`config.mk`:
```
export PLATFORM = sky130hd
export DESIGN_NAME = uart_tx_arbiter
export DESIGN_NICKNAME = d
export VERILOG_FILES = /design/src/rtl/uart_pkg.sv /design/src/rtl/rr_picker.sv /design/src/rtl/uart_tx_arbiter.sv
export SDC_FILE = /design/constraint.sdc
export NUM_CORES = 1
export LEC_CHECK = 0
export ABC_AREA = 1
export CAP_MARGIN = 20
export CORE_ASPECT_RATIO = 2
export CORE_MARGIN = 1.5
export CORE_UTILIZATION = 30
export DETAILED_ROUTE_END_ITERATION = 16
export HOLD_SLACK_MARGIN = 0.1
export PLACE_DENSITY = 0.57
export SLEW_MARGIN = 20
export SYNTH_ARGS = -nofsm -noshare
export SYNTH_HDL_FRONTEND = slang
export SYNTH_SLANG_ARGS = --single-unit
export TNS_END_PERCENT = 30
```
`constraint.sdc`:
```
create_clock -name clock -period 3.8 [get_ports clock]
set_clock_uncertainty 0.05 [all_clocks]
set_input_delay 0.38 -clock clock [delete_from_list [all_inputs] [get_ports clock]]
set_output_delay 0.38 -clock clock [all_outputs]
set_load 0.005 [all_outputs]
```
`src/rtl/uart_pkg.sv`:
```
// Shared UART definitions: default word width, the arbiter state encoding, and an index helper.
package uart_pkg;

  localparam int UART_WORD_WIDTH = 8;

  typedef enum logic [2:0] {
    S_IDLE,
    S_LOAD,
    S_STROBE,
    S_WAIT_BUSY,
    S_WAIT_DONE
  } arb_state_t;

  // Next index after idx in a ring of n entries.
  function automatic int unsigned wrap_inc(input int unsigned idx, input int unsigned n);
    return (idx + 32'd1 >= n) ? 32'd0 : idx + 32'd1;
  endfunction

endpackage

```
`src/rtl/rr_picker.sv`:
```
// Combinational round-robin picker: first set request at or after ptr, wrapping at NUM_REQ-1.
module rr_picker #(
  parameter int  NUM_REQ = 4,
  localparam int IW      = $clog2(NUM_REQ)
) (
  input  logic [NUM_REQ-1:0] req,
  input  logic [IW-1:0]      ptr,
  output logic [NUM_REQ-1:0] grant,
  output logic [IW-1:0]      grant_idx,
  output logic               any_valid
);

  // cand_idx[k] is the requester at priority offset k from ptr; one spare bit absorbs the wrap.
  logic [IW-1:0] cand_idx [NUM_REQ];

  genvar gi;
  generate
    for (gi = 0; gi < NUM_REQ; gi++) begin : g_cand
      logic [IW:0] sum;
      assign sum = {1'b0, ptr} + (IW+1)'(gi);
      assign cand_idx[gi] = (sum >= (IW+1)'(NUM_REQ)) ? IW'(sum - (IW+1)'(NUM_REQ))
                                                      : sum[IW-1:0];
    end
  endgenerate

  always_comb begin
    grant     = '0;
    grant_idx = '0;
    any_valid = 1'b0;
    // Scan from the lowest priority up so the last hit is the closest to ptr.
    for (int k = NUM_REQ - 1; k >= 0; k--) begin
      if (req[cand_idx[k]]) begin
        grant_idx = cand_idx[k];
        any_valid = 1'b1;
      end
    end
    if (any_valid) begin
      grant[grant_idx] = 1'b1;
    end
  end

endmodule

```
`src/rtl/uart_tx_arbiter.sv`:
```
// Round-robin arbiter sharing one uart_tx among NUM_REQ producers: captures the winner's word,
// runs the load/strobe/completion handshake with uart_tx, then re-arbitrates.
module uart_tx_arbiter
  import uart_pkg::*;
#(
  parameter int  NUM_REQ      = 4,
  parameter int  WORD_WIDTH   = UART_WORD_WIDTH,
  parameter int  BUSY_TIMEOUT = 16,
  localparam int IW           = $clog2(NUM_REQ),
  localparam int CW           = $clog2(BUSY_TIMEOUT)
) (
  input  logic                          clock,
  input  logic                          rst_n,
  input  logic [NUM_REQ-1:0]            req_valid,
  input  logic [NUM_REQ*WORD_WIDTH-1:0] req_data,
  output logic [NUM_REQ-1:0]            req_ready,
  input  logic                          tx_ready,
  output logic [WORD_WIDTH-1:0]         tx_data_in,
  output logic                          tx_data_valid,
  output logic [IW-1:0]                 grant_id,
  output logic                          busy,
  output logic                          timeout_err
);

  arb_state_t            state_reg, state_next;
  logic [IW-1:0]         rr_ptr_reg, rr_ptr_next;
  logic [IW-1:0]         grant_reg, grant_next;
  logic [WORD_WIDTH-1:0] data_reg, data_next;
  logic [CW-1:0]         cnt_reg, cnt_next;

  logic [NUM_REQ-1:0]    pick_grant;
  logic [IW-1:0]         pick_idx;
  logic                  pick_any;
  logic [IW-1:0]         ptr_after;
  logic [WORD_WIDTH-1:0] req_word [NUM_REQ];

  genvar gi;
  generate
    for (gi = 0; gi < NUM_REQ; gi++) begin : g_word
      assign req_word[gi] = req_data[gi*WORD_WIDTH +: WORD_WIDTH];
    end
  endgenerate

  rr_picker #(
    .NUM_REQ (NUM_REQ)
  ) u_picker (
    .req       (req_valid),
    .ptr       (rr_ptr_reg),
    .grant     (pick_grant),
    .grant_idx (pick_idx),
    .any_valid (pick_any)
  );

  // The requester just served drops to lowest priority.
  assign ptr_after = IW'(wrap_inc(32'(grant_reg), 32'(NUM_REQ)));

  always_ff @(posedge clock or negedge rst_n) begin
    if (!rst_n) begin
      state_reg  <= S_IDLE;
      rr_ptr_reg <= '0;
      grant_reg  <= '0;
      data_reg   <= '0;
      cnt_reg    <= '0;
    end else begin
      state_reg  <= state_next;
      rr_ptr_reg <= rr_ptr_next;
      grant_reg  <= grant_next;
      data_reg   <= data_next;
      cnt_reg    <= cnt_next;
    end
  end

  always_comb begin
    state_next  = state_reg;
    rr_ptr_next = rr_ptr_reg;
    grant_next  = grant_reg;
    data_next   = data_reg;
    cnt_next    = cnt_reg;
    timeout_err = 1'b0;
    case (state_reg)
      S_IDLE: begin
        if (tx_ready && pick_any) begin
          data_next  = req_word[pick_idx];
          grant_next = pick_idx;
          state_next = S_LOAD;
        end
      end
      S_LOAD: begin
        state_next = S_STROBE;
      end
      S_STROBE: begin
        cnt_next   = '0;
        state_next = S_WAIT_BUSY;
      end
      S_WAIT_BUSY: begin
        if (!tx_ready) begin
          state_next = S_WAIT_DONE;
        end else if (cnt_reg == CW'(BUSY_TIMEOUT - 1)) begin
          // uart_tx never accepted the strobe: give up on this word but keep rotation fair.
          timeout_err = 1'b1;
          rr_ptr_next = ptr_after;
          state_next  = S_IDLE;
        end else begin
          cnt_next = cnt_reg + 1'b1;
        end
      end
      S_WAIT_DONE: begin
        if (tx_ready) begin
          rr_ptr_next = ptr_after;
          state_next  = S_IDLE;
        end
      end
      default: begin
        state_next = S_IDLE;
      end
    endcase
  end

  // Gated by rst_n so no accept can leak out while reset is held.
  assign req_ready     = (rst_n && state_reg == S_IDLE && tx_ready) ? pick_grant : '0;
  assign tx_data_in    = data_reg;
  assign grant_id      = grant_reg;
  assign tx_data_valid = (state_reg == S_STROBE);
  assign busy          = (state_reg != S_IDLE);

endmodule
```
==> impl_metrics.yaml, run 1 <==
job:
  cap_violations: 0
final_layout:
  num-nets-final: 339
  largest_register_ffs: 8
  antenna_cells: 0
  seqCellArea_um2: 475
  layout-area-overhead-vs-synth_pct: 42.6
  fill_cells: 521
  stdcell_count: 354
  drive_gt1_share_pct: 4.38
  multiInputGateArea_um2: 792
pwr:
  p_sw_uw: 794
  netSwitchingFraction_pct: 50.5
  p_per_area_nw_per_um2: 741
  power_frac_comb_pct: 67.0
  internal_power_uw: 778
  leakage_uw: 0.00112
  ir_worst_vdd_mv: 0.724
  clkPwrFrac_pct: 8.7
  pwr-share-seq_pct: 24.3
setup_path:
  critPathBufInv: 2
  critPathLaunchType: "flip-flop"
  crit_path_end_kind: "output port"
  path_delay_family: "simple AND/OR/NAND/NOR gates"
  crit_arrival_ns: 2.82
  critPathSlowestCell: "dfrtp_1"
  cpPeakStageDelay_ns: 0.70
  path_cells: "inv_1 > nand2_1 > nand2_1 > nand2_1 > nand3_2 > nand2_2 > nand2_4 > nand2_4 > nand2_1 > nor3_1 > clkdlybuf4s50_1"
  cp.required_ns: 3.37
  crit_top_cell: "nand2_1"
  crit_type: "reg2out"
  critPathMaxFanout: 18
logic_synthesis:
  muxShareOfSynthArea_pct: 0
  ys_seq_area_share_pct: 32.0
  yosysUniqueCellTypes: 25
  synthesis.instances: 243
  synth-compound-area-share_pct: 6.14
  synth-simple-area-share_pct: 44.8
  synth_most_common_cell: "nand2_1"
  synthTopCellsByArea: "dfrtp_1 (32%), nand2_1 (21%), nand3_1 (13%)"
  synth_top_family_by_area: "simple AND/OR/NAND/NOR gates"
  avgSynthCellArea_um2: 6.12
  syn_nets: 284
  synth_async_sr_flop_share_pct: 100
  netlist_area_um2: 1490
  yosysWarningCount: 0
  ys.flop_type: "dfrtp_1"
  synth_common_cells: "nand2_1 (85), inv_1 (46), nand3_1 (38)"
  synth_area_leader_cell: "dfrtp_1"
  synth-seq-cells: 19
  synth_edf_count: 0
  synth.top_cell.area_share_pct: 32.0
  synth_xor_area_share_pct: 0.589
  synthAdderAreaFrac_pct: 1.68
grt:
  grt_max_degree: 19
  grtUsageTotal_pct: 16.4
  antenna_found_initial: 0
  grt_pass1_wl_mm: 6.71
  grt_overflow: 0
  grt_pass1_vias: 1563
routing:
  first_pass_iters: 4
  routed_wirelength_mm: 4.04
  drcViolationCount: 0
  vias: 1622
  ant_nets: 0
  drt_iter0_markers: 12
  via_per_inst: 4.58
  wl_per_cell_um: 11.4
timing:
  rsz0062_at_grt: "false"
  layout_min_cycle_time_ns: 3.25
  setup_viol: 0
  hold_viol: 0
  max_freq_ghz: 0.308
  period_share_pct: 85.5
  relSlewSlack_pct: 62.4
  setup_tns_ns: 0
  finalMaxSlewViolations: 0
  worstMarginPinSlew_ns: 0.564
  holdWs_ns: 0.272
die:
  initial_utilization_pct: 30.9
  rows: 36
  ios: 56
  die-height_um: 103
  die_area_um2: 5420
  core_area_um2: 4820
  chipWidth_um: 52.8
clocking:
  hold_buffers: 0
  worst_skew_pair.late_latency_ns: 0.25
  clkSlewWorstSetupHoldPaths_ns: 0.07
  h-tree-depth: 1
  postCtsSetupBuffers: 0
  cts_tree: "done"
  cts_made_buffers: 3
  clock_sinks: 19
  cts_resized: 0
  cts-root-buf: "clkbuf_8"
  cts_max_path_buffers: 2
outcome:
  status: "finished clean"
min_path:
  hold_class: "in2async"
place:
  place_hpwl_mm: 3.36
  portBuffers: 55
  place_inst: 350
  place_congestion: 0.840
cell families after synthesis:
kind of cell               after synthesis
DFF                                     19
buffers and inverters                   54
xor gates and xnor gates                 1
and+or+nand+nor                        152
adders and majority gates                2
AOI/OAI and AO/OA                       15
power groups by stage:
stage | clock network [uW] | registers [uW] | logic [uW]
floorplan | 0 | 351 | 785
global placement | 0 | 388 | 1060
detailed placement | 0 | 387 | 1070
CTS | 140 | 385 | 1070
global route | 152 | 396 | 1200
finish | 137 | 382 | 1050
cell type report:
cell class                 count  share of cell area, %
inverter                      48                   8.49
timing repair buffer          56                   26.3
multi-input combinational    170                   37.3
clock buffer                   4                   2.12
sequential                    19                   22.4
tap                           57                   3.36
routing by layer:
metal	global-route usage, %	wire (um)	vias to the layer above
li1	-	-	855
met1	17.0	1530	713
met2	31.4	2280	45
met3	0.870	111	9
met4	8.48	115	0
met5	0	0	-
layout by cell type, fill, tap and decap left out, drive strengths merged, types with 2 or more instances in the layout:
cell           Yosys  layout
nand2             89      89
clkdlybuf4s50      0      55
inv               47      47
nand3             40      40
dfrtp             19      19
nor2              17      17
o21ai             10      10
nor3               5       5
clkbuf             2       4
o22ai              2       2
ha                 2       2
worst paths after layout:
check	depth (start not counted)	slack (ns)	from	endpoint
min in group clock	2	0.44	tx_data_in[2]	tx_data_in[2]
max reg2reg	13	1.53	rr_ptr_reg[0]	tx_data_in[6]
max	11	0.55	rr_ptr_reg[0]	req_ready[1]
min	1	0.27	rst_n	tx_data_in[1]
min reg2reg	2	0.44	tx_data_in[2]	tx_data_in[2]
max in group asynchronous	2	2.97	rst_n	cnt_reg[0]
metrics by stage:
| stage | instance area, um^2 | total power [uW] | utilization, % | setup WS (ns) |
|---|---|---|---|---|
| floorplan | 1490 | 1140 | - | 1.81 |
| global placement | 2080 | 1450 | 43.1 | 0.689 |
| detailed placement | 2080 | 1460 | 43.1 | 0.672 |
| CTS | 2120 | 1600 | 44.0 | 0.515 |
| global route | 2120 | 1750 | 44.0 | 0.262 |
| finish | 2120 | 1570 | 44.0 | 0.553 |
Power figures use the tool's default switching activity.
==> run 2: changes to the inputs <==
--- a/config.mk
+++ b/config.mk
@@ -5,14 +5,15 @@
 export SDC_FILE = /design/constraint.sdc
 export NUM_CORES = 1
 export LEC_CHECK = 0
-export ABC_AREA = 1
 export CAP_MARGIN = 20
+export CELL_PAD_IN_SITES_DETAIL_PLACEMENT = 0
+export CELL_PAD_IN_SITES_GLOBAL_PLACEMENT = 1
 export CORE_ASPECT_RATIO = 2
 export CORE_MARGIN = 1.5
 export CORE_UTILIZATION = 30
 export DETAILED_ROUTE_END_ITERATION = 16
 export HOLD_SLACK_MARGIN = 0.1
-export PLACE_DENSITY = 0.57
+export PLACE_DENSITY = 0.79
 export SLEW_MARGIN = 20
 export SYNTH_ARGS = -nofsm -noshare
 export SYNTH_HDL_FRONTEND = slang
==> impl_metrics.yaml, run 2 <==
timing:
  worstMarginPinSlew_ns: 0.692
  max_freq_ghz: 0.354
  period_share_pct: 74.3
  hold_viol: 0
  setup_tns_ns: 0
  finalMaxSlewViolations: 0
  setup_viol: 0
  layout_min_cycle_time_ns: 2.82
  rsz0062_at_grt: "false"
  relSlewSlack_pct: 53.7
logic_synthesis:
  synthesis.instances: 142
  yosysUniqueCellTypes: 34
  synth_common_cells: "nand2_1 (22), dfrtp_1 (19), nor2_1 (14)"
  synth_async_sr_flop_share_pct: 100
  netlist_area_um2: 1260
  yosysWarningCount: 0
  synth-seq-cells: 19
  synth.top_cell.area_share_pct: 37.7
  ys.flop_type: "dfrtp_1"
  ys_seq_area_share_pct: 37.7
  synth_area_leader_cell: "dfrtp_1"
  avgSynthCellArea_um2: 8.87
  synthTopCellsByArea: "dfrtp_1 (38%), nand2_1 (6.6%), mux2i_1 (6.4%)"
  synth_most_common_cell: "nand2_1"
  syn_nets: 183
  synth_edf_count: 0
final_layout:
  num-nets-final: 240
  fill_cells: 419
  multiInputGateArea_um2: 734
  finalInstanceArea_um2: 1890
  final_cell_mix: "clkdlybuf4s50_1 (55), nand2_1 (22), dfrtp_1 (19)"
  largest_register_ffs: 8
  layout_commonest_cell: "clkdlybuf4s50_1"
  seqCellArea_um2: 475
  drive_gt1_share_pct: 6.57
  antenna_cells: 0
  layout-area-overhead-vs-synth_pct: 50.0
place:
  place_hpwl_mm: 2.92
  portBuffers: 55
  place_congestion: 0.719
  placed_area_um2: 1840
outcome:
  status: "finished clean"
grt:
  grt_pass1_vias: 1322
  grt_max_degree: 22
  grtUsageTotal_pct: 16.4
  grt_overflow: 0
  grt_pass1_wl_mm: 5.95
  antenna_found_initial: 0
die:
  rows: 33
  initial_utilization_pct: 31.1
  core_area_um2: 4050
  ios: 56
  die-height_um: 94.7
  chipWidth_um: 48.8
  die_area_um2: 4620
clocking:
  cts_max_path_buffers: 2
  cts_tree: "done"
  clock_sinks: 19
  worst_skew_pair.late_latency_ns: 0.26
  postCtsSetupBuffers: 0
  cts-root-buf: "clkbuf_8"
  cts_made_buffers: 3
  cts_resized: 0
  clkSlewWorstSetupHoldPaths_ns: 0.07
  h-tree-depth: 1
  hold_buffers: 0
setup_path:
  cpPeakStageDelay_ns: 0.57
  path_cells: "clkdlybuf4s50_1 > nand2_1 > a31o_2 > nor2_8 > nand3_1 > nor2_1 > clkdlybuf4s50_1"
  rr_worst_depth: 5
  crit_arrival_ns: 2.39
  crit_type: "in2out"
  cp.required_ns: 3.37
  critPathLaunchType: "input pin"
  rrSetupSlack_ns: 1.89
  critPathSlowestCell: "clkdlybuf4s50_1"
  critPathMaxFanout: 10
  crit_path_end_kind: "output port"
  rr_startpoint: "rr_ptr_reg[1]"
  r2r_end: "tx_data_in[7]"
  crit_top_cell: "clkdlybuf4s50_1"
routing:
  via_per_inst: 5.16
  ant_nets: 0
  first_pass_iters: 4
  drt_iter0_markers: 32
  vias: 1290
  routed_wirelength_mm: 3.62
  wl_per_cell_um: 14.5
  drcViolationCount: 0
min_path:
  hold_class: "in2async"
job:
  cap_violations: 0
pwr:
  p_per_area_nw_per_um2: 568
  leakage_uw: 0.000768
  ir_worst_vdd_mv: 0.317
## run 2: cell count changes in the layout (fill, tap and decap cells not counted), moves of 8 or more
cell | before | now
nand2_1 | 85 | 22
o211ai_1 | 0 | 9
a211o_1 | 0 | 8
nand3_1 | 38 | 12
mux2i_1 | 0 | 8
inv_1 | 46 | 1
## run 2: stage by stage
step           hold WS [ns]  setup slack, ns  total power, uW  util, %  std cells
6_report              0.405            0.977             1070     46.7        250
2_1_floorplan        0.0344             2.01              710        -        142
5_1_grt               0.428            0.846             1160     46.7        250
4_1_cts               0.411            0.966             1080     46.7        250
3_3_place_gp          0.440            0.992              918     45.6        246
3_5_place_dp          0.442            0.969              938     45.6        246
## run 2: cells by family (layout without fill, tap and decap cells)
logic type	after synthesis	count (layout)	synth area share, %
multiplexers	10	10	8.14
XOR/XNOR	2	2	1.39
adder cells (fa/ha/maj)	2	2	1.99
AO/OA/AOI/OAI	39	39	21.2
flip-flops	19	19	37.7
AND/OR/NAND/NOR	64	64	25.6
buffers and inverters	6	62	3.97
## run 2: layout make-up
| class | instances | share of cell area, % |
|---|---|---|
| Clock inverter | 1 | 0.265 |
| Sequential cell | 19 | 25.1 |
| Multi-Input combinational cell | 117 | 38.8 |
| Clock buffer | 3 | 2.18 |
| Timing Repair Buffer | 57 | 29.9 |
| Inverter | 1 | 0.199 |
| Tap cell | 52 | 3.44 |
## run 2: worst max-delay path by stage
stage / cells past startpoint / slack [ns] / start / end
6_report: 7 / 0.98 / req_valid[3] / req_ready[1]
3_3_place_gp: 7 / 0.99 / req_valid[3] / req_ready[1]
4_1_cts: 7 / 0.97 / req_valid[3] / req_ready[3]
3_5_place_dp: 7 / 0.97 / req_valid[3] / req_ready[3]
2_1_floorplan: 6 / 2.01 / rr_ptr_reg[1] / req_ready[1]
5_1_grt: 7 / 0.85 / req_valid[3] / req_ready[1]
## run 2: worst max-delay path: cells and delay by family
kind / cells / cell delay (ns)
compound gates: 1 / 0.35
simple gates: 4 / 0.59
buf+inv: 2 / 1.07
## run 2: power by group
group          internal (uW)  switching [uW]  leakage (uW)
sequential               285            83.7      0.000243
clock                   73.0            68.4     0.0000255
combinational            295             268      0.000500
## run 2: per-layer routing
| layer | vias to the layer above | part of all wire (%) | track usage, % |
|---|---|---|---|
| met4 | 0 | 1.5 | 6.43 |
| li1 | 632 | - | - |
| met2 | 42 | 56 | 31.3 |
| met1 | 611 | 38 | 18.2 |
| met5 | - | 0 | 0 |
| met3 | 5 | 4.0 | 1.58 |
